`src/rtl/instruction_fetch.sv`:
```
// Fetch stage: one outstanding I-cache request, static JAL prediction, and a
// small FIFO of {pc, instruction, c, jump} drained by the decoder.
module instruction_fetch #(
  parameter int unsigned QUEUE_DEPTH = 4,
  parameter logic [16:0] RESET_PC    = 17'h0
) (
  input  logic        clk,
  input  logic        rst,
  input  logic        flush_en,
  input  logic [16:0] flush_pc,
  output logic        instruction_get_en,
  output logic [16:0] instruction_addr,
  input  logic        instruction_out_en,
  input  logic [31:0] instruction,
  input  logic        c_instruction,
  output logic        fetch_valid,
  input  logic        fetch_ready,
  output logic [31:0] fetch_instruction,
  output logic [16:0] fetch_pc,
  output logic        fetch_c,
  output logic        fetch_jump
);

  localparam int unsigned PW = (QUEUE_DEPTH > 1) ? $clog2(QUEUE_DEPTH) : 1;
  localparam int unsigned CW = PW + 1;
  localparam logic [CW-1:0] FULL    = CW'(QUEUE_DEPTH);
  localparam logic [6:0]    OPC_JAL = 7'b1101111;

  typedef enum logic {S_REQ, S_WAIT} state_e;

  state_e        state_q, state_d;
  logic [16:0]   pc_q, pc_d;
  logic          discard_q, discard_d;
  logic [PW-1:0] head_q, head_d, tail_q, tail_d;
  logic [CW-1:0] count_q, count_d;

  logic [16:0] mem_pc  [QUEUE_DEPTH];
  logic [31:0] mem_ins [QUEUE_DEPTH];
  logic        mem_c   [QUEUE_DEPTH];
  logic        mem_j   [QUEUE_DEPTH];

  logic        get_en, resp, push, pop, nonempty, is_jal;
  logic [16:0] jimm, next_pc;

  assign nonempty = (count_q != '0);
  assign get_en   = rst && (state_q == S_REQ) && (count_q < FULL) && !flush_en;
  assign resp     = (state_q == S_WAIT) && instruction_out_en;
  assign push     = resp && !discard_q && !flush_en;
  assign pop      = nonempty && fetch_ready && !flush_en;

  // J-immediate already truncated to the 17-bit PC space: imm[16:12] = inst[16:12].
  assign is_jal  = (instruction[6:0] == OPC_JAL);
  assign jimm    = {instruction[16:12], instruction[20], instruction[30:21], 1'b0};
  assign next_pc = is_jal ? pc_q + jimm : pc_q + (c_instruction ? 17'd2 : 17'd4);

  always_ff @(posedge clk) begin
    if (!rst) begin
      state_q   <= S_REQ;
      pc_q      <= RESET_PC;
      discard_q <= 1'b0;
      head_q    <= '0;
      tail_q    <= '0;
      count_q   <= '0;
    end else begin
      state_q   <= state_d;
      pc_q      <= pc_d;
      discard_q <= discard_d;
      head_q    <= head_d;
      tail_q    <= tail_d;
      count_q   <= count_d;
    end
  end

  always_ff @(posedge clk) begin
    if (rst && push) begin
      mem_pc[tail_q]  <= pc_q;
      mem_ins[tail_q] <= instruction;
      mem_c[tail_q]   <= c_instruction;
      mem_j[tail_q]   <= is_jal;
    end
  end

  // A flush never changes the state on its own: REQ cannot issue, and WAIT
  // leaves only when the (possibly discarded) response arrives.
  always_comb begin
    state_d = state_q;
    case (state_q)
      S_REQ:   if (get_en) state_d = S_WAIT;
      S_WAIT:  if (instruction_out_en) state_d = S_REQ;
      default: state_d = S_REQ;
    endcase
  end

  always_comb begin
    pc_d      = pc_q;
    discard_d = discard_q;
    head_d    = head_q;
    tail_d    = tail_q;
    count_d   = count_q;
    if (flush_en) begin
      pc_d    = flush_pc;
      head_d  = '0;
      tail_d  = '0;
      count_d = '0;
      if (state_q == S_WAIT) discard_d = !instruction_out_en;
    end else begin
      if (resp) discard_d = 1'b0;
      if (push) begin
        pc_d   = next_pc;
        tail_d = tail_q + 1'b1;
      end
      if (pop) head_d = head_q + 1'b1;
      if (push && !pop)      count_d = count_q + 1'b1;
      else if (!push && pop) count_d = count_q - 1'b1;
    end
  end

  always_comb begin
    instruction_get_en = get_en;
    instruction_addr   = rst ? pc_q : '0;
    fetch_valid        = rst && nonempty;
    fetch_pc           = '0;
    fetch_instruction  = '0;
    fetch_c            = 1'b0;
    fetch_jump         = 1'b0;
    if (fetch_valid) begin
      fetch_pc          = mem_pc[head_q];
      fetch_instruction = mem_ins[head_q];
      fetch_c           = mem_c[head_q];
      fetch_jump        = mem_j[head_q];
    end
  end

endmodule

```
`config.mk`:
```
export PLATFORM = sky130hd
export DESIGN_NAME = instruction_fetch
export DESIGN_NICKNAME = d
export VERILOG_FILES = /design/src/rtl/instruction_fetch.sv
export SDC_FILE = /design/constraint.sdc
export NUM_CORES = 1
export LEC_CHECK = 0
export BUFFER_PORTS_ARGS = -buffer_cell sky130_fd_sc_hd__buf_4
export CAP_MARGIN = 20
export CORE_UTILIZATION = 52
export CTS_CLUSTER_DIAMETER = 80
export DETAILED_ROUTE_END_ITERATION = 6
export GPL_TIMING_DRIVEN = 0
export PLACE_DENSITY = 0.76
export SLEW_MARGIN = 20
export SYNTH_ARGS = -nofsm -noshare
export SYNTH_HDL_FRONTEND = slang
export SYNTH_SLANG_ARGS = --single-unit
```
`constraint.sdc`:
```
create_clock -name clk -period 3 [get_ports clk]
set_input_delay 0.6 -clock clk [delete_from_list [all_inputs] [get_ports clk]]
set_output_delay 0.6 -clock clk [all_outputs]
set_load 0.05 [all_outputs]
```
==> metrics.yaml <==
cts-root-buf: "clkbuf_16"
rows: 50
grt_pass1_wl_mm: 32.9
slew_headroom_pct: 45.8
post-route-util_pct: 64.8
final_cells: 1017
rsz0062_at_grt: "true"
leakage_nw: 4.29
cts_tree: "yes"
holdBufCountCts: 0
layout_setup_ws_ns: -0.0385
dpl.hpwl_mm: 13.9
drtPass1Iterations: 7
cell_internal_pwr_mw: 5.37
finalSetupViolCount: 1
period_minus_slack_ns: 3.04
endpoint_kind: "register"
postSynthCellCount: 611
power_density_nw_per_um2: 564
reg2reg_slack_ns: 0.19
clk_latency_ns: 0.50
start_util_pct: 52.9
crit_fanout: 7
yosysWarnings: 0
dr.first_iter.drc_count: 579
path_class: "in -> reg"
antenna_left: 0
cp_top_family: "compound AO/OA/AOI/OAI gates"
power_switching_mw: 1.44
fin_nets: 844
drv_cap: 0
cp.arrival_ns: 3.42
slew_violations: 0
yosysTopAreaCell: "edfxtp_1"
critPathRequiredTime_ns: 3.38
hold_path_class: "in -> reg"
viasPerCell: 5.74
syn_area_um2: 9860
drc_errors: 2
yosys.area.top_type_share_pct: 62.1
clockBufferDepth: 3
antenna_cells: 0
grt_overflow: 0
dominantRegCellSynth: "edfxtp_1"
slowest_stage: "fa_2"
syn_to_final_growth_pct: 22.6
grt.total_usage_pct: 22.1
die_area_um2: 19500
p_comb_share_pct: 6.2
clk_pin_slew_worst_paths_ns: 0.06
p_clk_share_pct: 41.2
seqPwrFrac_pct: 52.6
wire_per_inst_um: 21.2
finClkSkew_ns: 0.00941
synth_nets: 688
clkSinkCount: 232
drive_gt1_share_pct: 32.8
io_pins: 125
hold_viol_final: 0
violations: "DRC, setup timing"
grt_pass1_vias: 5949
worst_pin_slew_ns: 0.813
crit_chain: "buf_8 > nand4b_1 > nor2_4 > mux2_4 > ha_4 > fa_2 > a21oi_2 > o21a_1 > o21ai_2 > a41o_1 > a31oi_2 > xor2_1 > o21ai_1"
die_y_um: 140
fin_crit_sh_pct: 101
yosys_register_bits: 232
status: "finished with violations"
port_buffers: 124
synth_cell_types: 48
cts_buffers: 23
start_kind: "input port"
slowest_delay_ns: 0.38
ys_async_sr_fraction_pct: 0
h-tree-depth: 1
synthTopCellsByCount: "edfxtp_1 (204), nor2b_1 (58), mux4_2 (51), a21oi_1 (35), and2_1 (35)"
routed_wirelength_mm: 21.5
vias: 5838
routabilityCongestion: 0.885
synth_edf_count: 204
synth.avg_cell_area_um2: 16.1
max_clock_freq_ghz: 0.329
core_area_um2: 18600
synth.area.top_cells: "edfxtp_1 (62%), mux4_2 (12%), dfxtp_1 (5.7%)"
dp_cells: 972
fin_setup_tns_ns: -0.0385
yosysMostFrequentCell: "edfxtp_1"
die_x_um: 140
grt_max_degree: 52
irDropWorstVdd_mv: 0.346
antenna_found_initial: 0
switching_share_pct: 21.2
crit_buf_inv: 1
ys_seq_area_share_pct: 67.8
power groups by stage:
stage / Sequential (mW) / Combinational, mW / Clock [mW]
after global routing: 3.59 / 0.452 / 2.96
after detailed placement: 3.65 / 0.409 / 0
after floorplan: 3.63 / 0.241 / 0
after CTS: 3.58 / 0.411 / 2.83
after global placement: 3.65 / 0.393 / 0
final: 3.58 / 0.425 / 2.81
flip-flops by register name, indices dropped and copies added, names as in the netlist, named ones only:
signal,cells
state_q,1
tail_q,2
count_q,3
mem_ins,128
mem_j,4
discard_q,1
head_q,2
mem_c,4
mem_pc,68
pc_q,17
path summary, 6_finish.rpt:
check | start | endpoint | cells past startpoint
max | instruction[4] | pc_q[15]$_SDFFE_PN0P_ | 13
max reg2reg | state_q$_SDFF_PN0_ | count_q[2]$_SDFFE_PP0P_ | 11
min reg2reg | state_q$_SDFF_PN0_ | state_q$_SDFF_PN0_ | 2
min | instruction[4] | mem_ins[2][4]$_DFFE_PP_ | 1
layout make-up:
| type | count | area, um^2 |
|---|---|---|
| buffer | 29 | 146 |
| multi-input combinational | 338 | 3110 |
| clock buffer | 34 | 687 |
| clock inverter | 7 | 60.1 |
| inverter | 10 | 37.5 |
| sequential | 232 | 6690 |
| timing repair buffer | 133 | 1070 |
| fill | 1284 | 6560 |
| tap | 234 | 293 |
metrics by stage:
stage	total power, mW	area [um^2]	setup WS (ns)	hold WS (ns)
floorplan	3.87	9880	-0.0250	0.467
detailed placement	4.06	11200	-0.632	0.490
finish	6.82	12100	-0.0385	0.272
global route	7.00	12100	-0.0690	0.256
global placement	4.04	11100	-0.523	0.476
CTS	6.82	12000	-0.115	0.279
cells by family after synthesis:
kind of cell,after synthesis,share of synthesized area (%)
flops,232,67.8
simple gates,165,9.39
compound gates,81,4.85
mux,55,12.1
buf+inv,41,1.64
fa+ha+maj,22,2.94
xor+xnor,15,1.33
per-layer routing:
| metal | part of all wire, % | routed length (um) | global-route usage, % |
|---|---|---|---|
| met4 | 1.8 | 377 | 6.25 |
| met2 | 50 | 10800 | 36.5 |
| met5 | 0 | 0 | 0 |
| met1 | 41 | 8890 | 30.7 |
| met3 | 6.6 | 1430 | 3.48 |
worst register-to-register path, delay by kind of cell (launching register included):
family	cells	cell delay, ns
AOI/OAI and AO/OA	1	0.16
xor gates and xnor gates	1	0.18
DFF	1	0.38
adders and majority gates	2	0.59
and+or+nand+nor	4	0.87
buffers and inverters	3	0.56
layout by cell type (no fill, tap or decap), drive strengths merged, types with 3 or more instances in the layout:
| cell | synthesis | layout |
|---|---|---|
| a21oi | 35 | 35 |
| ha | 20 | 20 |
| nor2 | 21 | 21 |
| nor2b | 58 | 58 |
| o211ai | 3 | 3 |
| dfxtp | 28 | 28 |
| and3 | 5 | 5 |
| and2 | 35 | 35 |
| xnor2 | 7 | 7 |
| mux4 | 51 | 51 |
| clkinv | 0 | 6 |
| mux2i | 3 | 3 |
| clkbuf | 23 | 53 |
| edfxtp | 204 | 204 |
| o21ai | 22 | 22 |
| a31oi | 6 | 6 |
| buf | 8 | 143 |
| nand2 | 26 | 26 |
| inv | 10 | 10 |
| xor2 | 8 | 8 |
| nand3 | 5 | 5 |
repair_timing:
action	4_1_cts	5_1_grt
buffers inserted	2	4
setup endpoints to repair	55	103
hold endpoints to repair	0	0
gates resized for setup	13	27
gates cloned	0	0
pin swaps	4	8
(Power assumes the default switching activity.)
